--- src/rtl/calc_disp_pkg.sv ---
// Shared definitions for the calculator display path.
// Holds the segment-decoder digit codes, the operator-select encoding,
// the magnitude width fed to the BCD engine and the default scan period.
package calc_disp_pkg;

    // Digit codes understood by the downstream segment decoder.
    localparam logic [3:0] CODE_ADD   = 4'd10;
    localparam logic [3:0] CODE_MUL   = 4'd11;
    localparam logic [3:0] CODE_SUB   = 4'd12;
    localparam logic [3:0] CODE_BLANK = 4'd14;
    localparam logic [3:0] CODE_NEG   = 4'd15;

    // op_sel encoding.
    typedef enum logic [1:0] {
        OP_ADD  = 2'd0,
        OP_SUB  = 2'd1,
        OP_MUL  = 2'd2,
        OP_NONE = 2'd3
    } op_sel_e;

    localparam int unsigned DIGIT_PERIOD_DEFAULT = 25000;
    localparam int unsigned BIN_WIDTH            = 14;

    function automatic logic [3:0] op_code(input op_sel_e op);
        case (op)
            OP_ADD:  return CODE_ADD;
            OP_SUB:  return CODE_SUB;
            OP_MUL:  return CODE_MUL;
            default: return CODE_BLANK;
        endcase
    endfunction

endpackage

--- src/rtl/bin2bcd_seq.sv ---
// Iterative double-dabble converter: 14-bit binary to four BCD digits,
// one shift per clock. A start pulse (re)loads the engine, aborting any
// conversion in flight. done is a one-cycle pulse on the cycle after the
// final shift, while bcd holds the result.
//   clk, rst_n : clock, asynchronous active-low reset
//   start      : load bin and begin converting
//   bin        : binary magnitude
//   bcd        : digits 3..0 packed as nibbles, digit 0 in bcd[3:0]
//   done       : result valid pulse
module bin2bcd_seq
    import calc_disp_pkg::*;
(
    input  logic                 clk,
    input  logic                 rst_n,
    input  logic                 start,
    input  logic [BIN_WIDTH-1:0] bin,
    output logic [15:0]          bcd,
    output logic                 done
);

    typedef enum logic {S_IDLE, S_RUN} state_e;

    state_e               state;
    logic [BIN_WIDTH-1:0] shift_bin;
    logic [15:0]          bcd_r;
    logic [3:0]           iter_left;
    logic [15:0]          bcd_adj;

    // Add-3 correction on every nibble that would reach 10 after the shift.
    always_comb begin
        bcd_adj = bcd_r;
        for (int unsigned i = 0; i < 4; i++) begin
            if (bcd_r[i*4 +: 4] >= 4'd5) begin
                bcd_adj[i*4 +: 4] = bcd_r[i*4 +: 4] + 4'd3;
            end
        end
    end

    always_ff @(posedge clk or negedge rst_n) begin
        if (!rst_n) begin
            state     <= S_IDLE;
            shift_bin <= '0;
            bcd_r     <= '0;
            iter_left <= '0;
            done      <= 1'b0;
        end else if (start) begin
            state     <= S_RUN;
            shift_bin <= bin;
            bcd_r     <= '0;
            iter_left <= 4'(BIN_WIDTH);
            done      <= 1'b0;
        end else begin
            done <= 1'b0;
            if (state == S_RUN) begin
                {bcd_r, shift_bin} <= {bcd_adj, shift_bin} << 1;
                iter_left          <= iter_left - 4'd1;
                if (iter_left == 4'd1) begin
                    state <= S_IDLE;
                    done  <= 1'b1;
                end
            end
        end
    end

    assign bcd = bcd_r;

endmodule

--- src/rtl/calc_display_scan.sv ---
// Seven-segment display front end for the keyboard calculator.
// Captures a signed value (and optional operator) on load, converts the
// magnitude to BCD, formats it (range check, leading-zero blanking, sign,
// operator) into four display registers, and scans those registers onto a
// single code bus with active-low anode enables.
//   clk, rst_n : clock, asynchronous active-low reset
//   load       : one-cycle strobe sampling value/show_op/op_sel
//   value      : signed two's-complement number
//   show_op    : digit 3 shows the operator, digits 2..0 the value
//   op_sel     : operator select (add/sub/mul/blank)
//   ssd_in     : code of the currently lit digit
//   ssd_an     : active-low anode enables, bit 0 = rightmost digit
//   busy       : conversion in progress
module calc_display_scan
    import calc_disp_pkg::*;
#(
    parameter int unsigned DIGIT_PERIOD = DIGIT_PERIOD_DEFAULT
) (
    input  logic        clk,
    input  logic        rst_n,
    input  logic        load,
    input  logic [14:0] value,
    input  logic        show_op,
    input  logic [1:0]  op_sel,
    output logic [3:0]  ssd_in,
    output logic [3:0]  ssd_an,
    output logic        busy
);

    localparam int unsigned CNT_W = (DIGIT_PERIOD > 1) ? $clog2(DIGIT_PERIOD) : 1;

    // ---------------- capture ----------------
    logic signed [14:0]   value_s;
    logic [BIN_WIDTH-1:0] mag;
    logic                 in_range;

    always_comb begin
        value_s = value;
        // -16384 wraps to 0 here, but it is always out of range.
        mag = value[14] ? (~value[13:0] + 14'd1) : value[13:0];
        if (show_op) begin
            in_range = (value_s >= -15'sd99) && (value_s <= 15'sd999);
        end else begin
            in_range = (value_s >= -15'sd999) && (value_s <= 15'sd9999);
        end
    end

    logic    neg_r;
    logic    show_op_r;
    op_sel_e op_r;
    logic    oor_r;

    // ---------------- conversion ----------------
    logic [15:0] bcd;
    logic        bcd_done;

    bin2bcd_seq u_bcd (
        .clk   (clk),
        .rst_n (rst_n),
        .start (load),
        .bin   (mag),
        .bcd   (bcd),
        .done  (bcd_done)
    );

    // ---------------- formatting ----------------
    logic [3:0] bcd_dig [4];
    logic [3:0] fmt     [4];
    logic [1:0] msd;

    always_comb begin
        for (int unsigned i = 0; i < 4; i++) begin
            bcd_dig[i] = bcd[i*4 +: 4];
        end
        // Most significant nonzero digit; zero shows as a single "0".
        msd = 2'd0;
        for (int unsigned i = 1; i < 4; i++) begin
            if (bcd_dig[i] != 4'd0) begin
                msd = 2'(i);
            end
        end
        // The range check guarantees the sign position stays inside the field.
        for (int unsigned i = 0; i < 4; i++) begin
            if (oor_r) begin
                fmt[i] = CODE_NEG;
            end else if (2'(i) <= msd) begin
                fmt[i] = bcd_dig[i];
            end else if (neg_r && (2'(i) == msd + 2'd1)) begin
                fmt[i] = CODE_NEG;
            end else begin
                fmt[i] = CODE_BLANK;
            end
        end
        if (show_op_r) begin
            fmt[3] = op_code(op_r);
        end
    end

    // ---------------- control / display registers ----------------
    logic [3:0] disp [4];

    always_ff @(posedge clk or negedge rst_n) begin
        if (!rst_n) begin
            busy      <= 1'b0;
            neg_r     <= 1'b0;
            show_op_r <= 1'b0;
            op_r      <= OP_ADD;
            oor_r     <= 1'b0;
            disp[3]   <= CODE_BLANK;
            disp[2]   <= CODE_BLANK;
            disp[1]   <= CODE_BLANK;
            disp[0]   <= 4'd0;
        end else if (load) begin
            neg_r     <= value[14];
            show_op_r <= show_op;
            op_r      <= op_sel_e'(op_sel);
            oor_r     <= ~in_range;
            busy      <= 1'b1;
        end else if (busy && bcd_done) begin
            disp <= fmt;
            busy <= 1'b0;
        end
    end

    // ---------------- scan ----------------
    logic [CNT_W-1:0] scan_cnt;
    logic [1:0]       digit_idx;
    logic [1:0]       next_idx;
    logic             wrap;

    always_comb begin
        wrap     = (scan_cnt == CNT_W'(DIGIT_PERIOD - 1));
        next_idx = wrap ? digit_idx + 2'd1 : digit_idx;
    end

    // Anode and code are both registered from next_idx so they switch together.
    always_ff @(posedge clk or negedge rst_n) begin
        if (!rst_n) begin
            scan_cnt  <= '0;
            digit_idx <= 2'd0;
            ssd_an    <= 4'b1110;
            ssd_in    <= 4'd0;
        end else begin
            scan_cnt  <= wrap ? '0 : scan_cnt + CNT_W'(1);
            digit_idx <= next_idx;
            ssd_an    <= ~(4'b0001 << next_idx);
            ssd_in    <= disp[next_idx];
        end
    end

endmodule

--- config.mk ---
export PLATFORM = sky130hd
export DESIGN_NAME = calc_display_scan
export DESIGN_NICKNAME = d
export VERILOG_FILES = /design/src/rtl/calc_disp_pkg.sv /design/src/rtl/bin2bcd_seq.sv /design/src/rtl/calc_display_scan.sv
export SDC_FILE = /design/constraint.sdc
export NUM_CORES = 1
export LEC_CHECK = 0
export CORE_ASPECT_RATIO = 0.6
export CORE_UTILIZATION = 59
export DETAILED_ROUTE_END_ITERATION = 16
export PLACE_DENSITY = 0.86
export REMOVE_ABC_BUFFERS = 1
export SLEW_MARGIN = 20
export SYNTH_ARGS = -nofsm -noshare
export SYNTH_HDL_FRONTEND = slang
export SYNTH_HIERARCHICAL = 1
export SYNTH_SLANG_ARGS = --single-unit
--- constraint.sdc ---
create_clock -name clk -period 2.6 [get_ports clk]
set_input_delay 0.39 -clock clk [delete_from_list [all_inputs] [get_ports clk]]
set_output_delay 0.39 -clock clk [all_outputs]
set_load 0.02 [all_outputs]
==> load_flow_metrics.sql <==
INSERT INTO impl_metrics (metric_group, metric, value, unit) VALUES
('sta', 'final_hold_viol_count', '0', ''),
('pwr', 'ir_drop', '0.000303', 'V'),
('synth', 'ys_seq_elements', '83', ''),
('synth', 'netlist_top_cells_area', 'sky130_fd_sc_hd__dfrtp_1 39%, sky130_fd_sc_hd__dfstp_2 6.9%, sky130_fd_sc_hd__nand2_1 4.8%', ''),
('floorplanning', 'placeableCoreArea', '7420', 'µm²'),
('worst_setup_path', 'regToRegStartpoint', 'scan_cnt[6]$_DFF_PN0_', ''),
('final_layout', 'num-nets-final', '528', ''),
('route', 'wl_per_cell', '17.1', 'µm'),
('job', 'maxCapViolCount', '0', ''),
('pwr', 'power_density', '558', 'nW/µm²'),
('global_routing', 'globalRouteTotalUtil', '28.5', '%'),
('route', 'drc', '0', ''),
('synth', 'synth_top_cells_by_count', '71 x sky130_fd_sc_hd__dfrtp_1, 59 x sky130_fd_sc_hd__nand2_1, 40 x sky130_fd_sc_hd__o21ai_0', ''),
('clock_tree', 'clk_pin_slew', '0.06', 'ns'),
('status', 'run_status', 'complete, no violations', ''),
('worst_setup_path', 'cp.arrival', '2.49', 'ns'),
('global_routing', 'globalRoute.totalOverflow', '0', ''),
('worst_setup_path', 'critical-path-top-delay-family', 'simple AND/OR/NAND/NOR gates', ''),
('floorplanning', 'fp-row-count', '24', ''),
('worst_setup_path', 'critical_path.reg2reg.endpoint', 'ssd_in[0]$_DFF_PN0_', ''),
('floorplanning', 'y_dimension_of_the_die', '70.4', 'µm'),
('clock_tree', 'cts_tree', 'built', ''),
('clock_tree', 'cts_buf_count', '9', ''),
('worst_setup_path', 'timing.critical_path.required', '2.87', 'ns'),
('route', 'drt-total-wl', '10300', 'µm'),
('synth', 'synth_async_sr_flop_share', '100', '%'),
('floorplanning', 'boundary_pin_count', '30', ''),
('place', 'preCtsSetupSlack', '0.329', 'ns'),
('route', 'ant_nets', '0', ''),
('synth', 'synth_most_common_cell', 'sky130_fd_sc_hd__dfrtp_1', ''),
('synth', 'syn-mean-instance-area', '9.73', 'µm²'),
('floorplanning', 'die_area', '8170', 'µm²'),
('clock_tree', 'cts.htree.levels', '3', ''),
('global_routing', 'grt_start_max_net_pins', '44', ''),
('synth', 'share_of_the_yosys_chip_area_belonging_to_registers', '45.5', '%'),
('sta', 'slew_headroom', '56.2', '%'),
('place', 'buffer_ports.inserted', '29', ''),
('sta', 'totalNegativeSetupSlack', '0', 'ns'),
('global_routing', 'vias_in_the_first_global_route', '3499', ''),
('global_routing', 'number_of_antenna_violations_at_the_first_check_in_global_routing', '0', ''),
('sta', 'maxSlewViolCount', '0', ''),
('pwr', 'power.leakage', '2.29', 'nW'),
('sta', 'fin_crit_sh', '85.7', '%'),
('clock_tree', 'cts_sinks', '83', ''),
('route', 'drt_first_iter_violations', '401', ''),
('sta', 'final.setup.worst_slack', '0.371', 'ns'),
('worst_setup_path', 'timing.critical_path.buf_inv', '1', ''),
('floorplanning', 'chipWidth', '116', 'µm'),
('worst_setup_path', 'path_cells', 'or4_4 > nor4_4 > buf_4 > mux4_2 > a21oi_1', ''),
('synth', 'ys.flop_type', 'sky130_fd_sc_hd__dfrtp_1', ''),
('sta', 'grt_setup_unrepaired', 'false', ''),
('sta', 'max_clock_freq', '449', 'MHz'),
('worst_setup_path', 'timing.critical_path.slowest_stage_cell', 'sky130_fd_sc_hd__or4_4', ''),
('synth', 'synthDistinctLibCells', '61', ''),
('synth', 'cell_area_after_technology_mapping', '4600', 'µm²'),
('synth', 'synth_cells', '473', ''),
('worst_hold_path', 'worstHoldPathType', 'in -> async', ''),
('place', 'globalplace.congestion', '0.892', ''),
('synth', 'netlist.top_cell.by_area', 'sky130_fd_sc_hd__dfrtp_1', ''),
('clock_tree', 'postCtsSetupBuffers', '0', ''),
('worst_setup_path', 'timing.critical_path.from_type', 'flop', ''),
('place', 'hpwl_after_dpl', '7280', 'µm'),
('floorplanning', 'start_util', '62.0', '%'),
('clock_tree', 'max-clock-path-buffers', '2', ''),
('clock_tree', 'cts_resized', '0', ''),
('sta', 'report.final.setup_viol', '0', ''),
('global_routing', 'grt_first_pass_wirelength', '17600', 'µm'),
('worst_setup_path', 'critical-path-max-stage-delay', '0.54', 'ns'),
('final_layout', 'num_antenna_cells', '0', ''),
('worst_setup_path', 'crit_path_end_kind', 'flop', ''),
('worst_setup_path', 'timing.reg2reg.setup_slack', '0.37', 'ns');
per-stage QoR:
step                      instance area, µm²  util (%)  instances  power, mW
final                                   5220      70.4        602       2.92
after global routing                    5220      70.4        602       3.03
after CTS                               5220      70.4        602       2.94
after detailed placement                4930      66.5        586       1.68
after global placement                  4930      66.5        586       1.66
after floorplan                         4450         -        446       1.53
layout make-up:
type	count	area (µm²)
multi-input cells	339	2270
fillers	554	2190
flip-flops and latches	83	2090
repair buffers	36	348
clock buffers	13	250
well taps	104	130
inverters	24	92.6
clock inverters	3	40.0
flip-flops by register name (all words and copies together), names as in the netlist, 2 cells and up:
name             flops
u_bcd/bcd           16
ssd_in               4
digit_idx            2
disp                16
ssd_an               4
u_bcd/shift_bin     14
scan_cnt            15
u_bcd/iter_left      4
op_r                 2
layout by cell type (no fill, tap or decap), types with 4 or more instances in the layout:
master and count:
sky130_fd_sc_hd__clkdlybuf4s50_1 27, sky130_fd_sc_hd__buf_4 7, sky130_fd_sc_hd__o21ai_0 40, sky130_fd_sc_hd__clkbuf_16 9, sky130_fd_sc_hd__ha_1 14, sky130_fd_sc_hd__nand2b_1 6
sky130_fd_sc_hd__mux2i_1 18, sky130_fd_sc_hd__nand4_1 6, sky130_fd_sc_hd__dfstp_2 12, sky130_fd_sc_hd__xor2_1 8, sky130_fd_sc_hd__or4_1 4, sky130_fd_sc_hd__nand3_1 13
sky130_fd_sc_hd__a21oi_1 13, sky130_fd_sc_hd__inv_1 23, sky130_fd_sc_hd__and3_1 5, sky130_fd_sc_hd__nand2_1 59, sky130_fd_sc_hd__xnor2_1 20, sky130_fd_sc_hd__o31ai_1 7
sky130_fd_sc_hd__mux4_2 4, sky130_fd_sc_hd__nor2b_1 12, sky130_fd_sc_hd__or3_1 5, sky130_fd_sc_hd__o22a_1 6, sky130_fd_sc_hd__mux2_2 4, sky130_fd_sc_hd__dfrtp_1 70
sky130_fd_sc_hd__nor4_1 9, sky130_fd_sc_hd__nor2_1 29, sky130_fd_sc_hd__nor3_1 9
logic make-up (layout without fill, tap and decap cells):
| group | Yosys count | after routing | share of synthesized area (%) |
|---|---|---|---|
| AO/OA/AOI/OAI | 101 | 101 | 14.5 |
| adder cells (fa/ha/maj) | 14 | 14 | 3.81 |
| AND/OR/NAND/NOR | 169 | 169 | 18.5 |
| flip-flops | 83 | 83 | 45.5 |
| buffers and inverters | 51 | 76 | 5.22 |
| multiplexers | 26 | 26 | 6.85 |
| XOR/XNOR | 29 | 29 | 5.68 |
power by group:
group / switching [mW] / total, mW / internal, mW / leakage, nW
Combinational: 0.148 / 0.261 / 0.112 / 1.11
Clock: 0.487 / 1.25 / 0.767 / 0.144
Sequential: 0.0515 / 1.40 / 1.35 / 1.03
Total: 0.687 / 2.92 / 2.23 / 2.29
worst max-delay path by stage:
stage	from	end	slack [ns]	cells after the start
global placement	value[0]	oor_r$_DFFE_PN0P_	0.35	6
global route	scan_cnt[4]$_DFF_PN0_	ssd_in[0]$_DFF_PN0_	0.28	5
floorplan	scan_cnt[4]$_DFF_PN0_	ssd_in[0]$_DFF_PN0_	0.15	4
detailed placement	value[0]	oor_r$_DFFE_PN0P_	0.33	6
CTS	scan_cnt[4]$_DFF_PN0_	ssd_in[0]$_DFF_PN0_	0.35	5
finish	scan_cnt[6]$_DFF_PN0_	ssd_in[0]$_DFF_PN0_	0.37	5
layer usage:
metal  global-route usage [%]  wire length (µm)
met2                     40.3              4420
met4                     7.98               134
met1                     42.1              4960
met5                        0                 0
met3                     8.77               789
Note: power is estimated with default switching activity, not from simulation.
